### src/rtl/ctrl_gen_pkg.sv
// ctrl_gen_pkg: shared FSM state and framing types for ctrl_bus sources.
package ctrl_gen_pkg;
    typedef enum logic [1:0] {IDLE, START, RUN, STOP} ctrl_state_e;
    typedef struct packed {
        logic start;
        logic valid;
        logic stop;
    } ctrl_reg;
endpackage

### src/rtl/ctrl_bus.sv
// ctrl_bus: start/valid/stop framing between a ctrl source and its consumers.
interface ctrl_bus;
    logic start;
    logic valid;
    logic stop;
    modport out(output start, output valid, output stop);
    modport in(input start, input valid, input stop);
endinterface

### src/rtl/ctrl_delay.sv
// ctrl_delay: plain shift register aligning framing and done with a fixed-depth datapath.
module ctrl_delay
    import ctrl_gen_pkg::*;
#(
    parameter int LATENCY = 0
) (
    input  logic    clk,
    input  logic    rst,
    input  ctrl_reg d,
    input  logic    d_done,
    output ctrl_reg q,
    output logic    q_done
);
    if (LATENCY == 0) begin : g_wire
        logic unused;
        assign unused = clk ^ rst;
        assign q = d;
        assign q_done = d_done;
    end else begin : g_pipe
        logic [3:0] pipe [LATENCY];
        always_ff @(posedge clk or posedge rst) begin
            if (rst) begin
                for (int i = 0; i < LATENCY; i++) pipe[i] <= '0;
            end else begin
                pipe[0] <= {d, d_done};
                for (int i = 1; i < LATENCY; i++) pipe[i] <= pipe[i-1];
            end
        end
        assign {q, q_done} = pipe[LATENCY-1];
    end
endmodule

### src/rtl/ctrl_gen.sv
// ctrl_gen: emits one start / len beats / stop burst per request on a ctrl_bus source port.
module ctrl_gen
    import ctrl_gen_pkg::*;
#(
    parameter int LENWIDTH = 16,
    parameter int LATENCY  = 0
) (
    input  logic                clk,
    input  logic                rst,
    input  logic                req,
    input  logic [LENWIDTH-1:0] len,
    input  logic                stall,
    ctrl_bus.out                ctrl,
    output logic [LENWIDTH-1:0] count,
    output logic                busy,
    output logic                done
);
    ctrl_state_e         state, state_n;
    ctrl_reg             raw, raw_n, dly;
    logic                done_r, done_n, busy_n;
    logic [LENWIDTH-1:0] count_n, len_q, len_n;

    always_ff @(posedge clk or posedge rst) begin
        if (rst) begin
            state  <= IDLE;
            raw    <= '0;
            done_r <= 1'b0;
            busy   <= 1'b0;
            count  <= '0;
            len_q  <= '0;
        end else begin
            state  <= state_n;
            raw    <= raw_n;
            done_r <= done_n;
            busy   <= busy_n;
            count  <= count_n;
            len_q  <= len_n;
        end
    end

    // Outputs are computed for the coming cycle; a beat is "issued" when raw.valid is high.
    always_comb begin
        state_n = state;
        raw_n   = '0;
        done_n  = 1'b0;
        busy_n  = 1'b0;
        count_n = count;
        len_n   = len_q;
        case (state)
            IDLE: begin
                if (req && len != '0) begin
                    state_n     = START;
                    raw_n.start = 1'b1;
                    busy_n      = 1'b1;
                    count_n     = '0;
                    len_n       = len;
                end
            end
            START: begin
                state_n     = RUN;
                raw_n.valid = ~stall;
                busy_n      = 1'b1;
                count_n     = '0;
            end
            RUN: begin
                busy_n = 1'b1;
                if (raw.valid && count == len_q - LENWIDTH'(1)) begin
                    state_n    = STOP;
                    raw_n.stop = 1'b1;
                    done_n     = 1'b1;
                end else begin
                    raw_n.valid = ~stall;
                    count_n     = raw.valid ? count + LENWIDTH'(1) : count;
                end
            end
            STOP: begin
                state_n = IDLE;
                count_n = '0;
            end
            default: state_n = IDLE;
        endcase
    end

    ctrl_delay #(.LATENCY(LATENCY)) u_delay (
        .clk    (clk),
        .rst    (rst),
        .d      (raw),
        .d_done (done_r),
        .q      (dly),
        .q_done (done)
    );

    assign ctrl.start = dly.start;
    assign ctrl.valid = dly.valid;
    assign ctrl.stop  = dly.stop;
endmodule

### src/flat_wrapper.sv
// flat-port wrapper written by rule: the top's interface ports become plain ports
module ctrl_gen_flat import ctrl_gen_pkg::*;
#(
    parameter int LENWIDTH = 16,
    parameter int LATENCY  = 0
)
  (clk, rst, req, len, stall, count, busy, done, ctrl_start, ctrl_valid, ctrl_stop);
  ctrl_bus ctrl_i ();
  input  logic clk;
  input  logic rst;
  input  logic req;
  input  logic [LENWIDTH-1:0] len;
  input  logic stall;
  output logic [LENWIDTH-1:0] count;
  output logic busy;
  output logic done;
  output wire logic [$bits(ctrl_i.start)-1:0] ctrl_start;
  output wire logic [$bits(ctrl_i.valid)-1:0] ctrl_valid;
  output wire logic [$bits(ctrl_i.stop)-1:0] ctrl_stop;
  assign ctrl_start = ctrl_i.start;
  assign ctrl_valid = ctrl_i.valid;
  assign ctrl_stop = ctrl_i.stop;
  ctrl_gen #(.LENWIDTH(LENWIDTH), .LATENCY(LATENCY)) u_core (.clk(clk), .rst(rst), .req(req), .len(len), .stall(stall), .ctrl(ctrl_i), .count(count), .busy(busy), .done(done));
endmodule
### config.mk
export PLATFORM = sky130hd
export DESIGN_NAME = ctrl_gen_flat
export DESIGN_NICKNAME = d
export VERILOG_FILES = /design/src/rtl/ctrl_gen_pkg.sv /design/src/rtl/ctrl_bus.sv /design/src/rtl/ctrl_delay.sv /design/src/rtl/ctrl_gen.sv /design/src/flat_wrapper.sv
export SDC_FILE = /design/constraint.sdc
export NUM_CORES = 1
export LEC_CHECK = 0
export ABC_AREA = 0
export CAP_MARGIN = 15
export CORE_UTILIZATION = 44
export CTS_BUF_LIST = sky130_fd_sc_hd__clkbuf_4 sky130_fd_sc_hd__clkbuf_8
export DETAILED_ROUTE_END_ITERATION = 10
export GPL_TIMING_DRIVEN = 0
export PLACE_DENSITY = 0.68
export SYNTH_ARGS = -nofsm -noshare
export SYNTH_HDL_FRONTEND = slang
export SYNTH_SLANG_ARGS = --single-unit
### constraint.sdc
create_clock -name clk -period 2.93 [get_ports clk]
set_input_delay 0.879 -clock clk [delete_from_list [all_inputs] [get_ports clk]]
set_output_delay 0.879 -clock clk [all_outputs]
set_load 0.02 [all_outputs]
; ---- Yosys cells after proc, flatten, opt, wreduce, memory -nomap -nowiden
; Cells that the tools add are included.
[word_totals]
reg_bits = 38
input_bits = 20
output_inout_bits = 21
elab_cells = 41
[classes]
n_addsub = 2
eq_ne = 8
n_mux = 14
bitwise = 1
reduce_logical = 9
[op_table]
columns = op, count
row1 = 2-to-1 mux 16 bit, 3
row2 = case mux 16 bit (3 select lines), 1
row3 = "adder 16 x 1 -> 16 bit, second input constant", 1
row4 = equality test 16 bit, 1
row5 = nonzero test 16 bit, 1
row6 = "subtractor 16 x 1 -> 16 bit, second input constant", 1
row7 = case mux 2 bit (4 select lines), 1
row8 = "!= test 2 x 1 -> 1 bit, second input constant", 3
row9 = 2-to-1 mux 1 bit, 5
row10 = "equality test 2 bit, second input constant", 2
row11 = 2-to-1 mux 2 bit, 2
row12 = case mux 1 bit (2 select lines), 2
row13 = AND reduction 2 bit, 2
row14 = OR reduction 2 bit, 2
row15 = AND reduction 3 bit, 1
row16 = "equality test 2 x 1 -> 1 bit, second input constant", 1
row17 = logical AND 1 bit, 2
row18 = zero test 2 bit, 1
row19 = "!= test 2 bit, second input constant", 1
row20 = NOT 1 bit, 1

; ---- Longest topological paths before layout
[logic_depth]
word_depth = 5
mapped_depth = 11
ltp_nobuf = 10

; ---- Hierarchy
; Synthesis repeated with hierarchy kept, for this count alone.
[hier_totals]
hier_cells = 259
hier_area_um2 = 2595.0
[modules_own_cells]
columns = mod, n_inst, cells_each, area_per_inst_um2, seq_area_each_um2
row1 = ctrl_gen, 1, 255, 2565.0, 950.9
row2 = ctrl_delay, 1, 4, 30.0, 0.0

; ---- Worst setup path after synthesis
; Ideal clock, no wire load.
[synth_timing]
kind = register to register
from = reg u_core.len_q[0]
to = reg u_core.count[9]
setup_time_ns = 0.119
arrival_ns = 2.470
required_time_ns = 2.811
slack_ns = 0.341
path_stages_with_launch = 12
n_path_buf = 1
period_less_slack_ns = 2.589
cell_sequence = dfrtp_1 -> inv_1 -> ha_1 -> nor3b_2 -> nor3b_1 -> xnor2_1 -> nor4b_1 -> and4_4 -> or3_4 -> buf_6 -> o21a_1 -> o21a_1
[synth_via]
elab_chain_len = 5
[synth_rtl]
columns = element, line
row1 = start: declaration, ctrl_gen.sv:21  ; logic [LENWIDTH-1:0] count_n, len_q, len_n;
row2 = start signal: assignment, ctrl_gen.sv:37  ; len_q <= len_n;
row3 = subtractor 16 x 1 -> 16 bit, ctrl_gen.sv:67  ; if (raw.valid && count == len_q - LENWIDTH'(1)) begin
row4 = equality test 16 bit, ctrl_gen.sv:67
row5 = logical AND 1 bit, ctrl_gen.sv:67
row6 = != test 2 bit (no source line), --
row7 = AND reduction 3 bit (no source line), --
row8 = end signal: assignment, ctrl_gen.sv:36  ; count <= count_n;
row9 = end: declaration, ctrl_gen.sv:14  ; output logic [LENWIDTH-1:0] count,
; Every way passes these cells.
; A chain may end at the register's enable or synchronous reset.

; ---- Final worst setup path
[layout_timing]
from = in len[10]
to = reg u_core.count[9]
[layout_via]
elab_chain_len = 4
[layout_rtl]
columns = element, line
row1 = start: declaration, flat_wrapper.sv:12  ; input logic [LENWIDTH-1:0] len;
row2 = nonzero test 16 bit, ctrl_gen.sv:51  ; if (req && len != '0) begin
row3 = logical AND 1 bit, ctrl_gen.sv:51
row4 = != test 2 x 1 -> 1 bit (no source line), --
row5 = AND reduction 3 bit (no source line), --
; Every way passes these cells.

==> flow_summary.ini <==
[power_and_ir_drop]
powerDensity_mw_per_mm2 = 771.6
p_leak_nw = 1.275
irDropWorstVdd_mv = 0.4854

[clocking]
insertion_delay_ns = 0.30
cts_hold_buffers = 0
cts_tree = done
numCtsBuffers = 5
cts.clk_slew.worst_paths_ns = 0.07
cts_root_buffer = clkbuf_8
cts.path.max_buffers = 2
htree_num_levels = 2
cts.sinks = 38

[route]
ant_nets = 0
viasPerCell = 5.481
drtPass1Iterations = 4
routed-via-count = 2017
routedWlPerCell_um = 14.55
routed_wl_mm = 5.353
drt_iter0_drc = 145
route.detailed.drc = 0

[worst_setup_path]
critPathBufInv = 2
crit_type = in2reg
path_delay_family = compound AO/OA/AOI/OAI gates
start_kind = input pin
cp_slowest_stage_delay_ns = 0.48
r2r_setup_slack_ns = 0.14
crit_slowest_cell = clkdlybuf4s50_1
worstPathCellList = clkdlybuf4s50_1, nor4_1, a41oi_2, nand2b_1, o21ai_0, or3_4, buf_6, o21a_1, o21a_1
end_kind = flop
crit_top_cell = o21a_1
crit_arrival_ns = 2.99
crit-reg2reg-launch = u_core.len_q[0]
critPathMaxFanout = 7
startpoint = len[10]
required_ns = 3.12

[logic_synthesis]
synth_top_area_share_pct = 39.20
syn_area_mm2 = 0.002426
synth-main-ff-cell = dfrtp_1
synth_edf_count = 0
yosysSeqAreaShare_pct = 39.20
synth_area_leaders = dfrtp_1 39%, mux2_2 6.0%, xnor2_1 5.4%, ha_1 3.6%, xor2_1 3.2%
synthesis.nets = 277
yosysWarnings = 0
ys_ff_latch = 38
postSynthCellCount = 250
syn_avg_cell_area_um2 = 9.704
synth_cell_type_count = 48
yosysTopAreaCell = dfrtp_1
synthArstFlopShare_pct = 100.0

[grt]
overflow = 0
grt-busiest-layer = met2
grt_max_degree = 39
grt_util_met1_pct = 26.03
grt_antenna_before_repair = 0
gr-usage-met2_pct = 31.80
grt_pass1_vias = 1898
grt_pass1_wl_mm = 8.997
grt_use_total_pct = 19.61
use_met3_pct = 4.072

[place]
place_area_mm2 = 0.002914
hpwlAfterDp_mm = 3.986
place_congestion = 0.7814
post-place-ws_ns = -0.2941
portBuffers = 40

[layout]
layout.nets = 325
final_cell_mix = 40 x clkdlybuf4s50_1, 38 x dfrtp_1, 20 x nand2_1
drive_above_1_share_pct = 12.75
mostFrequentLayoutCell = clkdlybuf4s50_1
diodes = 0
design_area_mm2 = 0.003028
syn_to_final_growth_pct = 24.81

[timing]
maxSlewHeadroom_pct = 47.19
setup_tns_ns = 0
finalHoldViolations = 0
fmax_mhz = 357.0
rsz0062_at_grt = no
finalSetupViolations = 0
max_slew.worst_pin.slew_ns = 0.7910
fin_crit_ns = 2.801
fin_skew_ns = 0.007030
fin_ws_ns = 0.1286
slew_viol_final = 0
period_share_pct = 95.61

[die]
fp.dieH_um = 76.26
die_area_mm2 = 0.005815
std_cell_rows = 26
coreArea_mm2 = 0.005205
start_util_pct = 46.61
die_x_um = 76.26
ios = 41

[worst_hold_path]
hold_class = reg2reg
worstHoldStart = u_core.len_q[15]

[run]
cap_violations = 0

[run_status]
status = finished clean
## per-stage QoR
stage | hold WS, ns | utilization [%] | std cells | total power [mW]
2_1_floorplan | 0.4999 | - | 250 | 1.663
3_3_place_gp | 0.5324 | 55.99 | 360 | 1.926
3_5_place_dp | 0.5480 | 55.99 | 360 | 1.951
4_1_cts | 0.5621 | 57.72 | 367 | 2.322
5_1_grt | 0.5749 | 58.17 | 368 | 2.517
6_report | 0.5625 | 58.17 | 368 | 2.336
## Yosys cell counts (2+ instances only)
cell type,n
nor4_4,2
a211oi_1,2
nor3_1,10
o21ai_0,10
nand3_1,6
or3_1,5
nor2b_1,2
and3_1,6
nor4_1,6
clkbuf_1,3
a31oi_1,6
and4_1,2
nor2_1,15
mux2_2,13
buf_1,2
nand3b_1,4
xor2_1,9
nand4_1,5
a21oi_1,7
buf_4,2
nand2b_1,3
nor4b_1,3
a41o_1,5
inv_1,13
and4_4,2
ha_1,7
nand2_1,20
dfrtp_1,38
xnor2_1,15
o21a_1,9
## sequential cells by signal (all words and copies together) (netlist names)
register / count
u_core.done_r: 1
u_core.state: 2
u_core.len_q: 16
u_core.count: 16
u_core.busy: 1
u_core.raw: 2
## where the power goes
part	internal [mW]	leakage (nW)	switching (mW)	total [mW]
registers	0.676	0.490	0.231	0.907
logic	0.507	0.739	0.563	1.07
clock network	0.182	0.0452	0.178	0.360
total	1.36	1.27	0.972	2.34
## cells by family (layout without fill, tap and decap cells)
logic type,after synthesis,in the layout,share of synthesized area [%]
DFF,38,38,39.20
muxes,14,14,6.447
and+or+nand+nor,98,98,24.76
xor gates and xnor gates,24,24,8.665
buffers and inverters,22,70,4.023
adders and majority gates,7,7,3.610
AOI/OAI and AO/OA,47,47,13.31
## cell type report
cell class                      count  area (µm²)
Buffer                              8       46.29
Clock buffer                        7       83.83
Fill cell                         460        2177
Inverter                           14       52.55
Multi-Input combinational cell    190        1399
Sequential cell                    38       950.9
Tap cell                           70       87.58
Timing Repair Buffer               41       407.9
## timing repair
| item | in CTS | in global routing |
|---|---|---|
| pin swaps | 0 | 0 |
| gates resized for setup | 1 | 3 |
| buffers inserted | 0 | 1 |
| endpoints found under the setup margin | 1 | 23 |
## per-layer routing
| layer | part of all wire [%] | vias to the layer above | wire length (µm) |
|---|---|---|---|
| li1 | - | 1004 | - |
| met4 | 1.6 | 0 | 84 |
| met2 | 46 | 46 | 2488 |
| met3 | 3.5 | 7 | 187 |
| met5 | 0 | - | 0 |
| met1 | 48 | 960 | 2592 |
## worst paths after layout
check,endpoint,depth (start not counted)
worst min register to register,u_core.len_q[15],1
worst max register to register,u_core.count[9],12
max in group asynchronous,u_core.count[6],2
worst min-delay path,u_core.len_q[15],1
min in group asynchronous,u_core.len_q[11],2
worst max-delay path,u_core.count[9],9
(Power assumes the default switching activity.)
